`src/rtl/div_seq_pkg.sv`:
```
// Shared ALU definitions: divider FSM states and saturation constants.
// Latency: n/a (types and constants only).
// Backpressure: n/a.
package div_seq_pkg;

  // Divider control states
  typedef enum logic [1:0] {
    IDLE = 2'd0,
    CALC = 2'd1,
    FIX  = 2'd2
  } state_t;

  // Saturation values, common with the saturating add/sub unit
  localparam logic [15:0] SAT_POS = 16'h7FFF;
  localparam logic [15:0] SAT_NEG = 16'h8000;

  // Cycles from start sampled to done visible, for the default 16-bit width
  localparam int DIV_W   = 16;
  localparam int DIV_LAT = DIV_W + 2;

endpackage

```
`src/rtl/div_step.sv`:
```
// One restoring-division iteration on magnitudes: shift {r,q}, trial subtract.
// Latency: combinational.
// Backpressure: none; pure function of its inputs.
module div_step #(
  parameter int WIDTH = 16
) (
  input  logic [WIDTH-1:0] r,
  input  logic [WIDTH-1:0] q,
  input  logic [WIDTH-1:0] d,
  output logic [WIDTH-1:0] r_nxt,
  output logic [WIDTH-1:0] q_nxt
);

  logic [WIDTH-1:0] r_sh;
  logic [WIDTH:0]   diff;

  // Shift the pair left by one, then keep the trial difference when it does not borrow.
  // r < d <= 2^(WIDTH-1) keeps the shifted remainder inside WIDTH bits.
  always_comb begin
    r_sh  = {r[WIDTH-2:0], q[WIDTH-1]};
    diff  = {1'b0, r_sh} - {1'b0, d};
    r_nxt = r_sh;
    q_nxt = {q[WIDTH-2:0], 1'b0};
    if (!diff[WIDTH]) begin
      r_nxt = diff[WIDTH-1:0];
      q_nxt = {q[WIDTH-2:0], 1'b1};
    end
  end

endmodule

```
`src/rtl/div_seq.sv`:
```
// Multi-cycle signed divider: truncated quotient/remainder with saturation, pV and dz flags.
// Latency: fixed WIDTH+2 clocks from start sampled to done, for every operand pair.
// Backpressure: start is only honoured in IDLE; requests while busy or in FIX are dropped.
module div_seq
  import div_seq_pkg::*;
#(
  parameter int WIDTH = 16
) (
  input  logic             clk,
  input  logic             rst,
  input  logic             start,
  input  logic [WIDTH-1:0] dividend,
  input  logic [WIDTH-1:0] divisor,
  output logic             busy,
  output logic             done,
  output logic [WIDTH-1:0] quot,
  output logic [WIDTH-1:0] rem,
  output logic             pV,
  output logic             dz
);

  localparam int CNT_W = $clog2(WIDTH);

  state_t           state;
  logic [CNT_W-1:0] cnt;
  logic [WIDTH-1:0] dvd;       // raw dividend, kept for signs and the divide-by-zero remainder
  logic [WIDTH-1:0] dvs;       // raw divisor, kept for signs and corner detection
  logic [WIDTH-1:0] dabs;      // |divisor|
  logic [WIDTH-1:0] r_acc;
  logic [WIDTH-1:0] q_acc;
  logic [WIDTH-1:0] r_nxt;
  logic [WIDTH-1:0] q_nxt;
  logic [WIDTH-1:0] dvd_abs;
  logic [WIDTH-1:0] dvs_abs;

  // Operand magnitudes; the most negative value maps onto itself, which is the right unsigned magnitude.
  always_comb begin
    dvd_abs = dividend[WIDTH-1] ? -dividend : dividend;
    dvs_abs = divisor[WIDTH-1]  ? -divisor  : divisor;
  end

  div_step #(.WIDTH(WIDTH)) u_step (
    .r     (r_acc),
    .q     (q_acc),
    .d     (dabs),
    .r_nxt (r_nxt),
    .q_nxt (q_nxt)
  );

  // Control FSM plus datapath; every output is registered here.
  always_ff @(posedge clk or posedge rst) begin
    if (rst) begin
      state <= IDLE;
      cnt   <= '0;
      dvd   <= '0;
      dvs   <= '0;
      dabs  <= '0;
      r_acc <= '0;
      q_acc <= '0;
      busy  <= 1'b0;
      done  <= 1'b0;
      quot  <= '0;
      rem   <= '0;
      pV    <= 1'b0;
      dz    <= 1'b0;
    end else begin
      case (state)
        IDLE: begin
          done <= 1'b0;
          if (start) begin
            dvd   <= dividend;
            dvs   <= divisor;
            dabs  <= dvs_abs;
            r_acc <= '0;
            q_acc <= dvd_abs;
            cnt   <= CNT_W'(WIDTH - 1);
            busy  <= 1'b1;
            pV    <= 1'b0;
            dz    <= 1'b0;
            state <= CALC;
          end
        end
        CALC: begin
          r_acc <= r_nxt;
          q_acc <= q_nxt;
          if (cnt == '0) begin
            state <= FIX;
          end else begin
            cnt <= cnt - 1'b1;
          end
        end
        FIX: begin
          busy  <= 1'b0;
          done  <= 1'b1;
          state <= IDLE;
          // Zero divisor runs the full iteration count so latency never depends on operands.
          if (dvs == '0) begin
            dz   <= 1'b1;
            quot <= dvd[WIDTH-1] ? SAT_NEG : SAT_POS;
            rem  <= dvd;
          end else if (dvd == SAT_NEG && dvs == '1) begin
            pV   <= 1'b1;
            quot <= SAT_POS;
            rem  <= '0;
          end else begin
            quot <= (dvd[WIDTH-1] ^ dvs[WIDTH-1]) ? -q_acc : q_acc;
            rem  <= dvd[WIDTH-1] ? -r_acc : r_acc;
          end
        end
        default: state <= IDLE;
      endcase
    end
  end

endmodule

```
`config.mk`:
```
export PLATFORM = sky130hd
export DESIGN_NAME = div_seq
export DESIGN_NICKNAME = d
export VERILOG_FILES = /design/src/rtl/div_seq_pkg.sv /design/src/rtl/div_step.sv /design/src/rtl/div_seq.sv
export SDC_FILE = /design/constraint.sdc
export NUM_CORES = 1
export LEC_CHECK = 0
export ABC_AREA = 1
export ABC_CLOCK_PERIOD_IN_PS = 12100
export BUFFER_PORTS_ARGS = -buffer_cell sky130_fd_sc_hd__buf_2
export CAP_MARGIN = 40
export CORE_UTILIZATION = 56
export DETAILED_ROUTE_END_ITERATION = 6
export MAX_ROUTING_LAYER = met4
export PLACE_DENSITY = 0.76
export SLEW_MARGIN = 20
export SYNTH_ARGS = -nofsm -noshare
export SYNTH_HDL_FRONTEND = slang
export SYNTH_SLANG_ARGS = --single-unit
```
`constraint.sdc`:
```
create_clock -name clk -period 12.1 [get_ports clk]
set_input_delay 2.42 -clock clk [delete_from_list [all_inputs] [get_ports clk]]
set_output_delay 2.42 -clock clk [all_outputs]
set_load 0.1 [all_outputs]
```
; ---- Word-level counts from Yosys, hierarchy flattened
; Cells that the tools add are included.
[totals]
regBits = 122
latch_bits = 0
mem_bits_rw = 0
rom_bits = 0
inputBits = 35
out_inout_bits = 36
n_memories = 0
[classes]
n_addsub = 6
n_mul = 0
n_div = 0
order_cmp = 0
eq_ne = 10
shift = 0
muxes = 30
bitwise = 1
reduce_logical = 13
[op_table]
columns = operator, n
row1 = $mux W16, 12
row2 = $neg A16 Y16, 4
row3 = $pmux W16 S2, 2
row4 = $eq A16 B16 Y1 const B, 2
row5 = $sub A16 B16 Y17, 1
row6 = $logic_not A16 Y1, 1
row7 = $ne A2 B2 Y1 const B, 6
row8 = $mux W4, 2
row9 = $pmux W1 S2, 4
row10 = $pmux W4 S2, 1
row11 = $reduce_and A2 Y1, 4
row12 = $mux W1, 6
row13 = $reduce_and A3 Y1, 2
row14 = $logic_not A4 Y1, 1
row15 = $mux W2, 2
row16 = $pmux W2 S2, 1
row17 = $reduce_and A4 Y1, 1
row18 = $reduce_bool A2 Y1, 2
row19 = $sub A4 B1 Y4 const B, 1
row20 = $eq A2 B1 Y1 const B, 1
row21 = $eq A2 B2 Y1 const B, 1
row22 = $logic_not A2 Y1, 1
row23 = $logic_and A1 B1 Y1, 1
row24 = $xor A1 B1 Y1, 1

; ---- Depth between registers and ports, before layout
[depth]
word_depth = 5
mapped_depth = 15
ltp_nobuf = 14

; ---- Cells and area by module
; Synthesis repeated with hierarchy kept, for this count alone.
[hier_totals]
hier_cells = 1148
area_unflattened_um2 = 8021.4
[modules_own_cells]
columns = mod, n_inst, cells_per_inst, area_per_inst_um2, seq_area_each_um2
row1 = div_seq, 1, 885, 6596.3, 3027.9
row2 = div_step, 1, 263, 1425.1, 0.0

; ---- Worst setup path before layout
; No wires, ideal clock.
[synth_timing]
kind = in2reg
from = in dividend[1]
to = reg q_acc[14]
setup_time_ns = 0.127
t_arrival_ns = 3.385
t_required_ns = 11.973
slack_ns = 8.588
stages = 9
path_cell_list = inv_1 > ha_1 > inv_1 > nor3_1 > nand3_1 > nor2_1 > nand3_1 > nand4_1 > nand3_1
[synth_between]
elab_chain_cells = 4
[synth_lines]
columns = item, line_no
row1 = start: declaration, div_seq.sv:12  ; input logic [WIDTH-1:0] dividend,
row2 = $neg A16 Y16, div_seq.sv:38  ; dvd_abs = dividend[WIDTH-1] ? -dividend : dividend;
row3 = $mux W16, div_seq.sv:38
row4 = $mux W16, div_seq.sv:70  ; if (start) begin
row5 = $pmux W16 S2, div_seq.sv:67  ; case (state)
row6 = end signal: assignment, div_seq.sv:75  ; q_acc <= dvd_abs;
row7 = end signal: assignment, div_seq.sv:85  ; q_acc <= q_nxt;
row8 = end: declaration, div_seq.sv:30  ; logic [WIDTH-1:0] q_acc;
; No other way between the ends. The select of a mux whose other input is x is not followed.
; A chain may end at the register's enable or synchronous reset.

; ---- Final worst setup path
[layout_timing]
from = in start
to = reg q_acc[0]
[layout_between]
elab_chain_cells = 2
[layout_lines]
columns = item, line_no
row1 = start: declaration, div_seq.sv:11  ; input logic start,
row2 = $ne A2 B2 Y1 (no line), --
row3 = $reduce_and A2 Y1 (no line), --
; No other way between the ends.

==> impl_metrics.tcl <==
set metrics [dict create \
    run_status "complete, no violations" \
    cts-buffers-inserted 17 \
    clock_sinks 121 \
    wl_per_cell_um 14.32 \
    cp.required_ps 12430 \
    final_antenna_net_count 0 \
    drt_iter0_drc 658 \
    cp-end-kind "flip-flop" \
    area_growth_pct 12.75 \
    synth_top_area_share_pct 39.67 \
    synth-seq-cells 121 \
    start_util_pct 57.64 \
    dpl.hpwl_um 14290 \
    switching_share_pct 51.82 \
    finClkSkew_ps 8.363 \
    dp_worst_setup_slack_ps 7556 \
    die-area_um2 14100 \
    path_depth 7 \
    post_drt_via_cell_ratio 5.323 \
    path_cells "buf_2, nand3_2, buf_4, inv_2, nor2_8, inv_1, o211ai_1" \
    fin_crit_ps 4128 \
    ctsLongestPathBuffers 2 \
    power_density_nw_per_um2 326.4 \
    clkLatencyLatePin_ps 420 \
    crit_path_start_kind "input pin" \
    hold_ws_ps 468.6 \
    worstSetupPathType "in2reg" \
    clock_power_share_pct 16.3 \
    synthFlopType "dfrtp_1" \
    routed-wl-met3_um 1209 \
    hold_depth 2 \
    drtPass1Iterations 7 \
    ys_seq_area_share_pct 39.67 \
    cp_top_family "buffers and inverters" \
    coreArea_um2 13240 \
    setup-tns-final_ps 0 \
    hold_viol 0 \
    worstPathMaxFanout 57 \
    maxClockFrequency_mhz 242.2 \
    rows 42 \
    numPortBuffers 70 \
    layout-drive-gt1-share_pct 12.11 \
    pin_count 71 \
    cts.reportedPaths.clkPinSlew_ps 50 \
    synth_edf_count 0 \
    p_switching_w 0.001456 \
    n_antenna_cell 0 \
    synth-async-reset-ratio_pct 100.0 \
    slowest_stage "nor2_8" \
    antenna_found_initial 0 \
    yosysWarnings 0 \
    timing.critical_path.buf_inv 4 \
    yosys-top-cells-area "dfrtp_1 40%, nand2_1 18%, inv_1 6.8%, nand3_1 6.2%, o21ai_0 5.3%" \
    routabilityCongestion 0.9111 \
    setup_violations 0 \
    cts_resized 0 \
    fin_ws_ps 7972 \
    internal-power_w 0.001353 \
    dr_wl_met2_um 8520 \
    tightest_slew_ps 802.8 \
    syn_area_um2 7634 \
    synth.net_count 1148 \
    cts-root-buf "clkbuf_16" \
    highest_layer "met4" \
    cts_tree "built" \
    grt_pass1_wl_um 32290 \
    die_y_um 118.8 \
    synth_top_area_cell "dfrtp_1" \
    syn_avg_cell_area_um2 7.003 \
    p_seq_share_pct 26.7 \
    cts_setup_buffers 0 \
    fp.dieW_um 118.8 \
    wl_met1_um 9094 \
    arrival_ps 4460 \
    grt_pass1_vias 6526 \
    slew_headroom_pct 46.40 \
    p_leak_nw 4.603 \
    htreeDepth 4 \
    overflow 0 \
    drv_slew 0 \
    num_vias 7133 \
    grt_usage_pct 29.94 \
    slowest_delay_ps 490 \
    irDropWorstVdd_mv 0.1394 \
    reg2reg_depth 11 \
    yosysUniqueCellTypes 42 \
    synth_cells 1090 \
    combinationalPowerShare_pct 57.0 \
    drv_cap 0 \
    drt-total-wl_um 19190 \
    grt_max_degree 66 \
    min_path_type "reg2reg" \
    final_nets 1209 \
    rsz0062_at_grt "no" \
    remaining_drc_errors 0 \
    fin_crit_sh_pct 34.12 \
    hold_buffers 0 \
]
## metrics by stage
stage | instance area, um^2 | total power [W] | util [%] | instances
CTS | 8587 | 0.002798 | 64.84 | 1339
finish | 8607 | 0.002809 | 64.99 | 1340
detailed placement | 8044 | 0.002330 | 60.74 | 1307
global route | 8607 | 0.003061 | 64.99 | 1340
floorplan | 7634 | 0.002016 | - | 1090
global placement | 8044 | 0.002292 | 60.74 | 1307
## power by group through the flow
stage,sequential (W),clock (W),combinational [W]
floorplan,0.000945,0,0.00107
global placement,0.000750,0,0.00154
detailed placement,0.000751,0,0.00158
CTS,0.000747,0.000463,0.00159
global route,0.000773,0.000479,0.00181
finish,0.000751,0.000457,0.00160
## tightest hold or removal path, delay by kind of cell, from the launching register on
kind | cells | cell delay [ps]
flops | 1 | 330
simple gates | 2 | 100
## path summary, 6_finish.rpt
| kind | slack, ps | from | to |
|---|---|---|---|
| worst max-delay path | 7970 | start | q_acc[0] |
| worst min-delay path | 470 | done | done |
| worst max register to register | 9530 | r_acc[10] | r_acc[13] |
| worst min register to register | 470 | done | done |
| max in group asynchronous | 8850 | rst | dabs[8] |
| min in group asynchronous | 1960 | rst | quot[1] |
## registers in the layout, summed over array words and instances, names as in the netlist
register  cells
dvd          16
dvs          16
q_acc        16
quot         16
r_acc        16
rem          16
dabs         15
cnt           4
state         2
busy          1
done          1
dz            1
pV            1
## cell usage in the layout (no fill, tap or decap), types with 20 or more instances in the layout
cell type / count
a22oi_1: 28
ha_1: 22
xor2_1: 20
nand3_1: 94
buf_2: 70
nor2_1: 97
nand2_1: 369
inv_1: 138
o21ai_0: 81
dfrtp_1: 121
## cells by family after synthesis
group,share of synthesized area (%)
XOR/XNOR,3.082
flip-flops,39.67
adder cells (fa/ha/maj),3.868
AND/OR/NAND/NOR,32.88
AO/OA/AOI/OAI,11.05
buffers and inverters,9.458
## routing by layer
metal | vias to the layer above | global-route usage [%]
met5 | - | -
met4 | 0 | 9.810
met3 | 26 | 4.826
met2 | 253 | 43.49
met1 | 3280 | 42.65
li1 | 3574 | -
## layout make-up
cell class              count  area [um^2]
clock buffers              20        466.7
clock inverters            12        76.32
fillers                  1221         4636
inverters                 145        546.8
multi-input cells         793         3884
flip-flops and latches    121         3028
well taps                 176        220.2
repair buffers             73        385.4
## synthesized netlist by cell type, types with 2 or more instances
library cell,count
o31ai_1,4
nor2_2,5
buf_4,5
nor2_1,97
nand3_1,94
xor2_1,20
dfrtp_1,121
nand4_1,6
nor2_8,2
o21ai_1,2
or2_2,10
clkbuf_1,10
nand2_1,369
xnor2_1,5
nand2_2,4
o21ai_0,81
inv_2,6
ha_1,22
a21oi_1,16
inv_1,139
buf_1,2
a22oi_1,28
nor3_1,5
o211ai_1,7
buf_6,4
buf_2,10
Note: power is estimated with default switching activity, not from simulation.
